--- config.mk ---
export PLATFORM = sky130hd
export DESIGN_NAME = sync_tx_scheduler
export DESIGN_NICKNAME = d
export VERILOG_FILES = /design/src/rtl/sync_tx_scheduler.sv
export SDC_FILE = /design/constraint.sdc
export NUM_CORES = 1
export LEC_CHECK = 0
export ABC_AREA = 0
export CAP_MARGIN = 5
export CORE_MARGIN = 5
export CORE_UTILIZATION = 25
export CTS_BUF_LIST = sky130_fd_sc_hd__clkbuf_8 sky130_fd_sc_hd__clkbuf_16
export CTS_CLUSTER_SIZE = 25
export DETAILED_ROUTE_END_ITERATION = 16
export PLACE_DENSITY = 0.58
export SYNTH_ARGS = -nofsm -noshare
export SYNTH_HDL_FRONTEND = slang
export SYNTH_SLANG_ARGS = --single-unit
export TNS_END_PERCENT = 20
--- constraint.sdc ---
create_clock -name CLK -period 5.3 [get_ports CLK]
set_input_delay 0.795 -clock CLK [delete_from_list [all_inputs] [get_ports CLK]]
set_output_delay 0.795 -clock CLK [all_outputs]
set_load 0.005 [all_outputs]
--- src/rtl/sync_tx_scheduler.sv ---
// rtl/sync_tx_scheduler.sv - round-robin scheduler driving a qualified data word to a clock-domain crossing
module sync_tx_scheduler #(
  parameter int BUS_WIDTH = 8,
  parameter int NUM_REQ   = 4,
  parameter int ID_W      = 2
) (
  input  logic                         CLK,
  input  logic                         RST,
  input  logic [NUM_REQ-1:0]           req,
  input  logic [NUM_REQ*BUS_WIDTH-1:0] req_data,
  input  logic [3:0]                   cfg_hold,
  input  logic [3:0]                   cfg_gap,
  output logic [NUM_REQ-1:0]           gnt,
  output logic [BUS_WIDTH-1:0]         unsync_bus,
  output logic                         bus_enable,
  output logic [ID_W-1:0]              src_id,
  output logic                         busy
);

  typedef enum logic [1:0] {
    IDLE = 2'd0,
    HOLD = 2'd1,
    GAP  = 2'd2
  } state_t;

  localparam logic [ID_W:0] NUM_REQ_W = (ID_W+1)'(NUM_REQ);

  state_t               state, state_n;
  logic [ID_W-1:0]      rr_ptr, rr_ptr_n;
  logic [3:0]           hold_cnt, hold_cnt_n;
  // gap_cnt is loaded with G at the grant edge and only counts inside GAP,
  // so it doubles as the latched gap length during HOLD.
  logic [3:0]           gap_cnt, gap_cnt_n;
  logic [NUM_REQ-1:0]   gnt_n;
  logic [BUS_WIDTH-1:0] bus_n;
  logic                 be_n;
  logic [ID_W-1:0]      id_n;

  logic [NUM_REQ-1:0]   req_rot;
  logic [ID_W-1:0]      offset;
  logic [ID_W-1:0]      winner;
  logic [ID_W-1:0]      winner_inc;
  logic [ID_W:0]        win_sum;
  logic [ID_W:0]        inc_sum;
  logic [BUS_WIDTH-1:0] win_word;
  logic [NUM_REQ-1:0]   win_onehot;

  // Winner search: rotate req so rr_ptr lands on bit 0, take the lowest set bit, map back.
  always_comb begin
    req_rot = NUM_REQ'({req, req} >> rr_ptr);
    offset  = '0;
    for (int k = NUM_REQ - 1; k >= 0; k--) begin
      if (req_rot[k]) offset = k[ID_W-1:0];
    end
    win_sum = {1'b0, rr_ptr} + {1'b0, offset};
    if (win_sum >= NUM_REQ_W) win_sum = win_sum - NUM_REQ_W;
    winner  = win_sum[ID_W-1:0];
    inc_sum = {1'b0, winner} + (ID_W+1)'(1);
    if (inc_sum == NUM_REQ_W) inc_sum = '0;
    winner_inc = inc_sum[ID_W-1:0];
    win_word   = '0;
    win_onehot = '0;
    for (int i = 0; i < NUM_REQ; i++) begin
      if (winner == i[ID_W-1:0]) begin
        win_word      = req_data[i*BUS_WIDTH +: BUS_WIDTH];
        win_onehot[i] = 1'b1;
      end
    end
  end

  // Next-state and next-output decode; gnt and bus_enable default low, data path holds.
  always_comb begin
    state_n    = state;
    rr_ptr_n   = rr_ptr;
    hold_cnt_n = hold_cnt;
    gap_cnt_n  = gap_cnt;
    gnt_n      = '0;
    be_n       = 1'b0;
    bus_n      = unsync_bus;
    id_n       = src_id;
    unique case (state)
      IDLE: begin
        if (|req) begin
          state_n    = HOLD;
          rr_ptr_n   = winner_inc;
          hold_cnt_n = (cfg_hold == 4'd0) ? 4'd1 : cfg_hold;
          gap_cnt_n  = cfg_gap;
          gnt_n      = win_onehot;
          be_n       = 1'b1;
          bus_n      = win_word;
          id_n       = winner;
        end
      end
      HOLD: begin
        if (hold_cnt > 4'd1) begin
          hold_cnt_n = hold_cnt - 4'd1;
          be_n       = 1'b1;
        end else begin
          hold_cnt_n = 4'd0;
          state_n    = (gap_cnt == 4'd0) ? IDLE : GAP;
        end
      end
      GAP: begin
        if (gap_cnt > 4'd1) begin
          gap_cnt_n = gap_cnt - 4'd1;
        end else begin
          gap_cnt_n = 4'd0;
          state_n   = IDLE;
        end
      end
      default: state_n = IDLE;
    endcase
  end

  // FSM state register.
  always_ff @(posedge CLK or negedge RST) begin
    if (!RST) begin
      state <= IDLE;
    end else begin
      state <= state_n;
    end
  end

  // Pointer, counters and registered crossing outputs.
  always_ff @(posedge CLK or negedge RST) begin
    if (!RST) begin
      rr_ptr     <= '0;
      hold_cnt   <= '0;
      gap_cnt    <= '0;
      gnt        <= '0;
      bus_enable <= 1'b0;
      unsync_bus <= '0;
      src_id     <= '0;
    end else begin
      rr_ptr     <= rr_ptr_n;
      hold_cnt   <= hold_cnt_n;
      gap_cnt    <= gap_cnt_n;
      gnt        <= gnt_n;
      bus_enable <= be_n;
      unsync_bus <= bus_n;
      src_id     <= id_n;
    end
  end

  assign busy = (state != IDLE);

endmodule
### Yosys cells after proc, flatten, opt, wreduce, memory -nomap -nowiden

Index checks and enable logic that the tools add are counted.

* shift operators: 1
* add/subtract/negate cells: 5
* $lt $le $gt $ge: 3
* eq/ne operators: 9
* reductions and logical operators: 12
* mux-type cells: 31

Operators by type and width (count)
* $mux 8: 4
* $mux 4: 7
* $mux 2: 10
* $pmux 4 s2: 2
* $gt 4x1->1 const B: 2
* $logic_not 4->1: 2
* $shr 8x2->4: 1
* $sub 4x1->4 const B: 2
* $eq 2x2->1 const B: 3
* $mux 1: 6
* $ne 2x2->1 const B: 3
* $pmux 2 s3: 1
* $reduce_and 2->1: 3
* $reduce_bool 2->1: 3
* $eq 2x1->1 const B: 2
* $logic_not 2->1: 2
* $reduce_or 4->1: 1
* $add 2x1->3 const B: 1
* $add 2x2->3: 1
* $eq 3x3->1 const B: 1
* $ge 3x3->1 const B: 1
* $reduce_and 3->1: 1
* $pmux 1 s2: 1
* $sub 2x1->2 const B: 1

* logic and storage cells: 69
* output and inout port bits: 16
* register bits: 27
* bits of input ports: 46

### Depth between registers and ports, before layout

Gate-level depths: netlist of the first run.

* depth in word-level cells: 13
* mapped depth: 15
* depth with buffers taken out: 13

### Worst setup path after synthesis of the first run

Ideal clock, no wire load.

* path type: in2reg
* from: in req[0]
* to: reg unsync_bus[7]
* buffers on the path: 1
* required time: 5177 ps
* library setup time: 123 ps
* arrival: 3082 ps
* slack: 2094 ps
* stages: 14
* cells stage by stage: inv_1 -> o21ai_0 -> a21oi_1 -> o31a_1 -> ha_1 -> xnor2_1 -> and4_4 -> or2_1 -> ha_1 -> clkbuf_1 -> nor2b_1 -> a221oi_1 -> o31a_1 -> o21ai_1

* longest elaborated chain between the ends: 13
* elaborated cells between the ends (all ways): 19
* classes of those cells: add/sub (2); order compare (1); eq/ne (3); shift (1); mux (9); reduce/logical (3)

RTL lines
* from (decl): line 9 `input logic [NUM_REQ-1:0] req,`
* $shr 8x2->4: line 50 `req_rot = NUM_REQ'({req, req} >> rr_ptr);`
* $mux 2 (4 in a row): line 53 `if (req_rot[k]) offset = k[ID_W-1:0];`
* $add 2x2->3: line 55 `win_sum = {1'b0, rr_ptr} + {1'b0, offset};`
* $ge 3x3->1 / $sub 2x1->2 (equally long branches): line 56 `if (win_sum >= NUM_REQ_W) win_sum = win_sum - NUM_REQ_W;`
* $mux 2: line 56
* $logic_not 2->1: line 64 `if (winner == i[ID_W-1:0]) begin`
* $mux 8 (4 in a row): line 64
* to (signal assigned): line 140 `unsync_bus <= bus_n;`
* to (decl): line 14 `output logic [BUS_WIDTH-1:0] unsync_bus,`

Several ways; a longest one is shown, not always the timed one.
A chain may end at the register's enable or synchronous reset.

### Final worst setup path of the first run

* from: in req[0]
* to: reg unsync_bus[1]

The elaborated chain is that of the path after synthesis.

==> results of run 1 <==
## registers in the layout, indices dropped and copies added (netlist names)
register    flops
bus_enable      1
gap_cnt         4
gnt             4
hold_cnt        4
rr_ptr          2
src_id          2
state           2
unsync_bus      8
## Yosys cell counts (all sizes together) (3+ instances only)
master / n
nand2: 22
o211ai: 3
or2: 4
nor3b: 3
a221oi: 8
dfrtp: 27
inv: 8
clkbuf: 4
nand2b: 5
o21ai: 14
a21oi: 5
and2: 4
mux2i: 3
ha: 10
o22ai: 3
buf: 7
nor3: 5
nor2b: 18
a22o: 3
o31a: 10
nor2: 8
## worst register-to-register path: stages, from the launching register on
cell	delay (ns)
dfrtp_1	0.49
nand2b_1	0.20
a21oi_1	0.15
o211ai_1	0.10
o31a_1	0.13
ha_1	0.19
xnor2_1	0.21
and4_4	0.27
or2_1	0.12
ha_1	0.51
nor2b_1	0.10
a221oi_1	0.29
o31a_1	0.15
o21ai_0	0.08
## cell type report
| cell class | count | area (µm²) | area share [%] |
|---|---|---|---|
| tap | 96 | 120.1 | 4.822 |
| clock buffer | 3 | 41.29 | 1.657 |
| clock inverter | 1 | 5.005 | 0.2009 |
| timing repair buffer | 62 | 618.1 | 24.81 |
| multi-input combinational | 145 | 1001 | 40.18 |
| sequential | 27 | 675.6 | 27.12 |
| inverter | 8 | 30.03 | 1.205 |
## per-layer routing
layer | part of all wire (%) | GRT usage (%) | vias to the layer above
met3 | 6.0 | 2.003 | 2
met2 | 46 | 16.56 | 35
met4 | 0.74 | 2.888 | 0
met5 | 0 | 0 | -
li1 | - | - | 797
met1 | 47 | 14.78 | 741
## placed cells by master (no fill, tap or decap), drive strengths merged, types with 2 or more instances in the layout
| cell | n |
|---|---|
| nor2b | 18 |
| nand2 | 22 |
| nor3b | 3 |
| dfrtp | 27 |
| a221oi | 8 |
| o31ai | 2 |
| ha | 10 |
| a22o | 3 |
| inv | 8 |
| o21ai | 14 |
| nor2 | 8 |
| and2 | 4 |
| o22ai | 3 |
| a21oi | 5 |
| clkdlybuf4s50 | 61 |
| clkbuf | 3 |
| nand2b | 5 |
| o31a | 10 |
| nor3 | 5 |
| a221o | 2 |
| mux2i | 3 |
| or2 | 4 |
| o211ai | 3 |
## report_power, final
part	internal (mW)	leakage [nW]	switching, mW
combinational	0.500	0.641	0.486
clock	0.0527	0.0255	0.0658
sequential	0.309	0.336	0.0797
total	0.861	1.00	0.631
## worst max-delay path by stage
stage               depth (start not counted)   start             to  slack, ns
global route                               14  req[0]  unsync_bus[1]       1.13
finish                                     14  req[0]  unsync_bus[1]       1.45
global placement                           14  req[0]  unsync_bus[5]       1.21
CTS                                        14  req[0]  unsync_bus[1]       1.44
floorplan                                  14  req[0]  unsync_bus[7]       2.09
detailed placement                         14  req[0]  unsync_bus[1]       1.17
## through the flow
| stage | hold slack (ns) | power [mW] | setup slack [ns] |
|---|---|---|---|
| 4_1_cts | 0.4989 | 1.519 | 1.440 |
| 3_5_place_dp | 0.4738 | 1.391 | 1.172 |
| 5_1_grt | 0.5164 | 1.667 | 1.125 |
| 3_3_place_gp | 0.4726 | 1.379 | 1.209 |
| 2_1_floorplan | 0.4733 | 1.104 | 2.094 |
| 6_report | 0.4928 | 1.493 | 1.447 |
## cell families (layout without fill, tap and decap cells)
kind of cell	after synthesis	count (layout)
mux	3	3
simple gates	74	74
buf+inv	19	74
flops	27	27
xor+xnor	1	1
fa+ha+maj	10	10
compound gates	57	57
==> impl_metrics.env, run 1 <==
export IMPL_status="complete, no violations"
export IMPL_rsz0062_at_grt="false"
export IMPL_synth_top_family_by_area="compound AO/OA/AOI/OAI gates"
export IMPL_antenna_cells=0
export IMPL_slew_headroom_pct=47.64
export IMPL_reg2reg_depth=13
export IMPL_ioPinCount=62
export IMPL_clk_pin_slew_worst_paths_ns=0.10
export IMPL_max_vdd_ir_drop_mv=0.2315
export IMPL_critPathLaunchType="primary input"
export IMPL_clock_sinks=27
export IMPL_ys_types=42
export IMPL_drv_slew=0
export IMPL_nFillCells=730
export IMPL_clockBufferDepth=2
export IMPL_synth_compound_area_share_pct=24.26
export IMPL_cp_max_fo=17
export IMPL_gp_congestion=0.7837
export IMPL_synth_fa_ha_area_share_pct=7.072
export IMPL_core_area_mm2=0.006832
export IMPL_cts_buffers=3
export IMPL_yosys_area_share_simple_pct=23.06
export IMPL_setup_viol=0
export IMPL_critPathMaxStageDelay_ns=0.62
export IMPL_powerDensity_mw_per_mm2=599.2
export IMPL_placed_area_mm2=0.002445
export IMPL_drt_wl_total_um=4619
export IMPL_fin_tns_setup_ns=0
export IMPL_holdBufCountCts=0
export IMPL_final_cell_area_mm2=0.002491
export IMPL_cpLargestDelayFamily="compound AO/OA/AOI/OAI gates"
export IMPL_grt_pass1_wl_um=7596
export IMPL_synth_top_area_share_pct=38.19
export IMPL_clock_skew_ns=0.007919
export IMPL_avgSynthCellArea_um2=9.263
export IMPL_p_leak_nw=1.003
export IMPL_cts_tree="yes"
export IMPL_synth_edf_count=0
export IMPL_std_cell_rows=30
export IMPL_tightest_slew_ns=0.7854
export IMPL_fin_cells=342
export IMPL_r2r_start="rr_ptr[1]"
export IMPL_die_w_um=94.13
export IMPL_vias=1575
export IMPL_syn_nets=247
export IMPL_cts_resized=0
export IMPL_timing_rr_end="unsync_bus[1]"
export IMPL_worstHoldEndpoint="unsync_bus[5]"
export IMPL_htree_levels=1
export IMPL_finalHoldViolations=0
export IMPL_die_h_um=94.13
export IMPL_hp_class="reg2reg"
export IMPL_detail_route_antenna_nets=0
export IMPL_synthCells=191
export IMPL_grt_overflow=0
export IMPL_critPathBufInv=2
export IMPL_path_class="in2reg"
export IMPL_drv_cap=0
export IMPL_synth_area_top_cells="dfrtp_1 (38%), ha_1 (7.1%), nor2b_1 (6.4%)"
export IMPL_regToRegSetupSlack_ns=2.16
export IMPL_drtIter0Drc=54
export IMPL_min_from="unsync_bus[5]"
export IMPL_start_util_pct=25.90
export IMPL_postSynth_asyncResetShare_pct=100.0
export IMPL_dp_cells=338
export IMPL_synthFlopType="dfrtp_1"
export IMPL_critPathSlowestCell="clkdlybuf4s50_1"
export IMPL_antenna_found_initial=0
export IMPL_hpwl_um=3459
export IMPL_hold_depth=2
export IMPL_synth_xor_xnor_area_share_pct=0.4950
export IMPL_path_cells="clkdlybuf4s50_1 > inv_1 > o21ai_0 > a21oi_1 > o31a_1 > ha_1 > xnor2_1 > and4_4 > or2_1 > ha_1 > nor2b_1 > a221oi_1 > o31a_1 > o21ai_0"
export IMPL_drc=0
export IMPL_drtPass1Iterations=4
export IMPL_cts_root_buf="clkbuf_8"
export IMPL_final_util_pct=36.47
export IMPL_drive_above_1_share_pct=4.472
export IMPL_critPathRequiredTime_ns=5.42
export IMPL_dieArea_mm2=0.008860
export IMPL_synthMuxAreaShare_pct=1.697
export IMPL_viasPerCell=4.605
export IMPL_grt_max_degree=28
export IMPL_synth_seq_cells=27
export IMPL_crit_path_end_kind="register"
export IMPL_clock_latency_ns=0.27
export IMPL_yosysWarnings=0
export IMPL_fmaxAchievable_mhz=259.5
export IMPL_ys_seq_area_share_pct=38.19
export IMPL_grt_usage_pct=10.58
export IMPL_grt_pass1_vias=1554
export IMPL_yosys_area_top_type="dfrtp_1"
export IMPL_post_cts_setup_buffers=0
export IMPL_synth_cell_area_mm2=0.001769
export IMPL_finalCritPeriodShare_pct=72.71
export IMPL_layout_nets=303
export IMPL_port_buffers=61
export IMPL_wl_per_cell_um=13.51
export IMPL_min_period_ns=3.853
export IMPL_syn_to_final_growth_pct=40.81
export IMPL_worstPathArrival_ns=3.97
Note: power is estimated with default switching activity, not from simulation.
==> run 2: changes to the inputs <==
Settings changed: PLACE_DENSITY 0.58 to 0.6.
Clock period 5.3 ns to 3.5 ns, I/O delays scaled along.
==> run 2 against run 1 <==
Effect of this change:
- wire length fell by 0.65%
- core utilization rose by 1.1 points
- non-clock buffer count rose by 10
- sequential power rose by 51%
- register-to-register slack got worse by 1.6 ns
- clock-buffer cell count did not move
- global-route usage fell by 0.25 points
- die area did not move
- worst hold slack got worse by 0.00051 ns
- combinational power rose by 61%
- setup slack got worse by 1.2 ns
- largest power group unchanged
- highest routed layer unchanged
==> impl_metrics.env, run 2 (synthesis gave the netlist of run 1 again) <==
export IMPL_vias=1576
export IMPL_wl_per_cell_um=13.04
export IMPL_seqCellArea_um2=675.6
export IMPL_timing_rr_end="unsync_bus[0]"
export IMPL_r2r_start="rr_ptr[1]"
export IMPL_max_vdd_ir_drop_mv=0.2791
export IMPL_cts_tree="yes"
export IMPL_hold_depth=2
export IMPL_dp_slack_ns=-0.001689
export IMPL_p_leak_nw=1.052
export IMPL_crit_path_end_kind="register"
export IMPL_drc=0
export IMPL_viasPerCell=4.477
export IMPL_start_util_pct=25.90
export IMPL_critPathLaunchType="primary input"
export IMPL_cp_max_fo=10
export IMPL_ioPinCount=62
export IMPL_slew_headroom_pct=47.75
export IMPL_clock_latency_ns=0.27
export IMPL_final_cell_area_mm2=0.002566
export IMPL_drt_wl_total_um=4589
export IMPL_grt_pass1_wl_um=7389
export IMPL_hold_slack_ns=0.4923
export IMPL_cts_buffers=3
export IMPL_grt_usage_pct=10.33
export IMPL_grt_pass1_vias=1547
export IMPL_clock_sinks=27
export IMPL_drv_cap=0
export IMPL_antenna_found_initial=0
export IMPL_largest_register_ffs=8
export IMPL_regMostFlops="unsync_bus"
export IMPL_cts_resized=0
export IMPL_std_cell_rows=30
export IMPL_dieArea_mm2=0.008860
export IMPL_holdBufCountCts=0
export IMPL_layout_nets=313
export IMPL_reg2reg_depth=13
export IMPL_multiInputGateArea_mm2=0.001001
export IMPL_hpwl_um=3549
export IMPL_htree_levels=1
export IMPL_final_common_cell="clkdlybuf4s50_1"
export IMPL_finalWorstSetupSlack_ns=0.2631
export IMPL_fmaxAchievable_mhz=308.9
export IMPL_path_class="in2reg"
export IMPL_tightest_slew_ns=0.7808
export IMPL_clock_skew_ns=0.006450
export IMPL_die_h_um=94.13
export IMPL_drtPass1Iterations=4
export IMPL_core_area_mm2=0.006832
export IMPL_worstHoldEndpoint="unsync_bus[7]"
export IMPL_grt_overflow=0
export IMPL_setup_viol=0
export IMPL_post_cts_setup_buffers=0
export IMPL_mostFrequentLayoutCells="clkdlybuf4s50_1 (61), dfrtp_1 (27), nand2_1 (22), nor2b_1 (18), buf_4 (11)"
export IMPL_drv_slew=0
export IMPL_finalHoldViolations=0
export IMPL_worstPathArrival_ns=3.43
export IMPL_min_from="unsync_bus[7]"
export IMPL_detail_route_antenna_nets=0
export IMPL_placed_area_mm2=0.002520
export IMPL_rsz0062_at_grt="false"
export IMPL_critPathRequiredTime_ns=3.69
export IMPL_nFillCells=712
export IMPL_powerDensity_mw_per_mm2=915.2
export IMPL_die_w_um=94.13
export IMPL_syn_to_final_growth_pct=45.05
export IMPL_clk_pin_slew_worst_paths_ns=0.09
export IMPL_clockBufferDepth=2
export IMPL_min_period_ns=3.237
export IMPL_gp_congestion=0.7848
export IMPL_drtIter0Drc=37
export IMPL_finalCritPeriodShare_pct=92.48
export IMPL_status="complete, no violations"
export IMPL_antenna_cells=0
export IMPL_drive_above_1_share_pct=8.203
export IMPL_hp_class="reg2reg"
export IMPL_port_buffers=61
export IMPL_cts_root_buf="clkbuf_8"
export IMPL_regToRegSetupSlack_ns=0.52
export IMPL_grt_max_degree=28
[run 2: cell count changes in the layout (fill, tap and decap cells not counted), sizes merged]
cell and delta:
buf +10
[run 2: stage by stage]
step | util [%] | TNS (ns) | power, mW | instances
6_report | 37.56 | 0 | 2.349 | 352
5_1_grt | 37.56 | 0 | 2.604 | 352
4_1_cts | 37.56 | 0 | 2.382 | 352
3_5_place_dp | 36.89 | -0.001689 | 2.195 | 348
3_3_place_gp | 36.89 | 0 | 2.179 | 348
2_1_floorplan | - | 0 | 1.671 | 191
[run 2: worst max-delay path, cell delays in order]
cell and delay [ns]:
clkdlybuf4s50_1 0.48, inv_1 0.05, o21ai_0 0.18, a21oi_1 0.09, o31a_1 0.29, ha_1 0.19, xnor2_1 0.15, and4_4 0.22
or2_1 0.22, ha_1 0.22, buf_4 0.18, nor2b_1 0.13, a221oi_1 0.08, o31a_1 0.27, o21ai_0 0.14
[run 2: how the worst max path moves through the flow]
stage / slack [ns] / startpoint / cells past startpoint / end
global route: 0.02 / req[0] / 15 / unsync_bus[3]
detailed placement: -0.002 / req[0] / 15 / unsync_bus[0]
global placement: 0.07 / req[0] / 15 / unsync_bus[0]
finish: 0.26 / req[0] / 15 / unsync_bus[0]
floorplan: 0.56 / req[0] / 14 / unsync_bus[7]
CTS: 0.28 / req[0] / 15 / unsync_bus[0]
[run 2: final cells by class]
cell class / count / share of cell area [%]
Inverter: 8 / 1.170
Sequential cell: 27 / 26.33
Multi-Input combinational cell: 145 / 39.01
Tap cell: 96 / 4.681
Clock buffer: 3 / 1.609
Clock inverter: 1 / 0.1950
Timing Repair Buffer: 72 / 27.01
[run 2: power by group]
part	total (mW)	internal [mW]	leakage (nW)	switching (mW)
Combinational	1.59	0.829	0.690	0.759
Clock	0.175	0.0796	0.0255	0.0952
Sequential	0.586	0.467	0.336	0.119
Total	2.35	1.38	1.05	0.974
[run 2: layer usage]
| metal | wire (µm) | track usage (%) | up-vias |
|---|---|---|---|
| li1 | - | - | 821 |
| met1 | 2118 | 13.53 | 721 |
| met2 | 2176 | 17.09 | 32 |
| met3 | 252 | 1.923 | 2 |
| met4 | 40 | 3.249 | 0 |
| met5 | 0 | 0 | - |
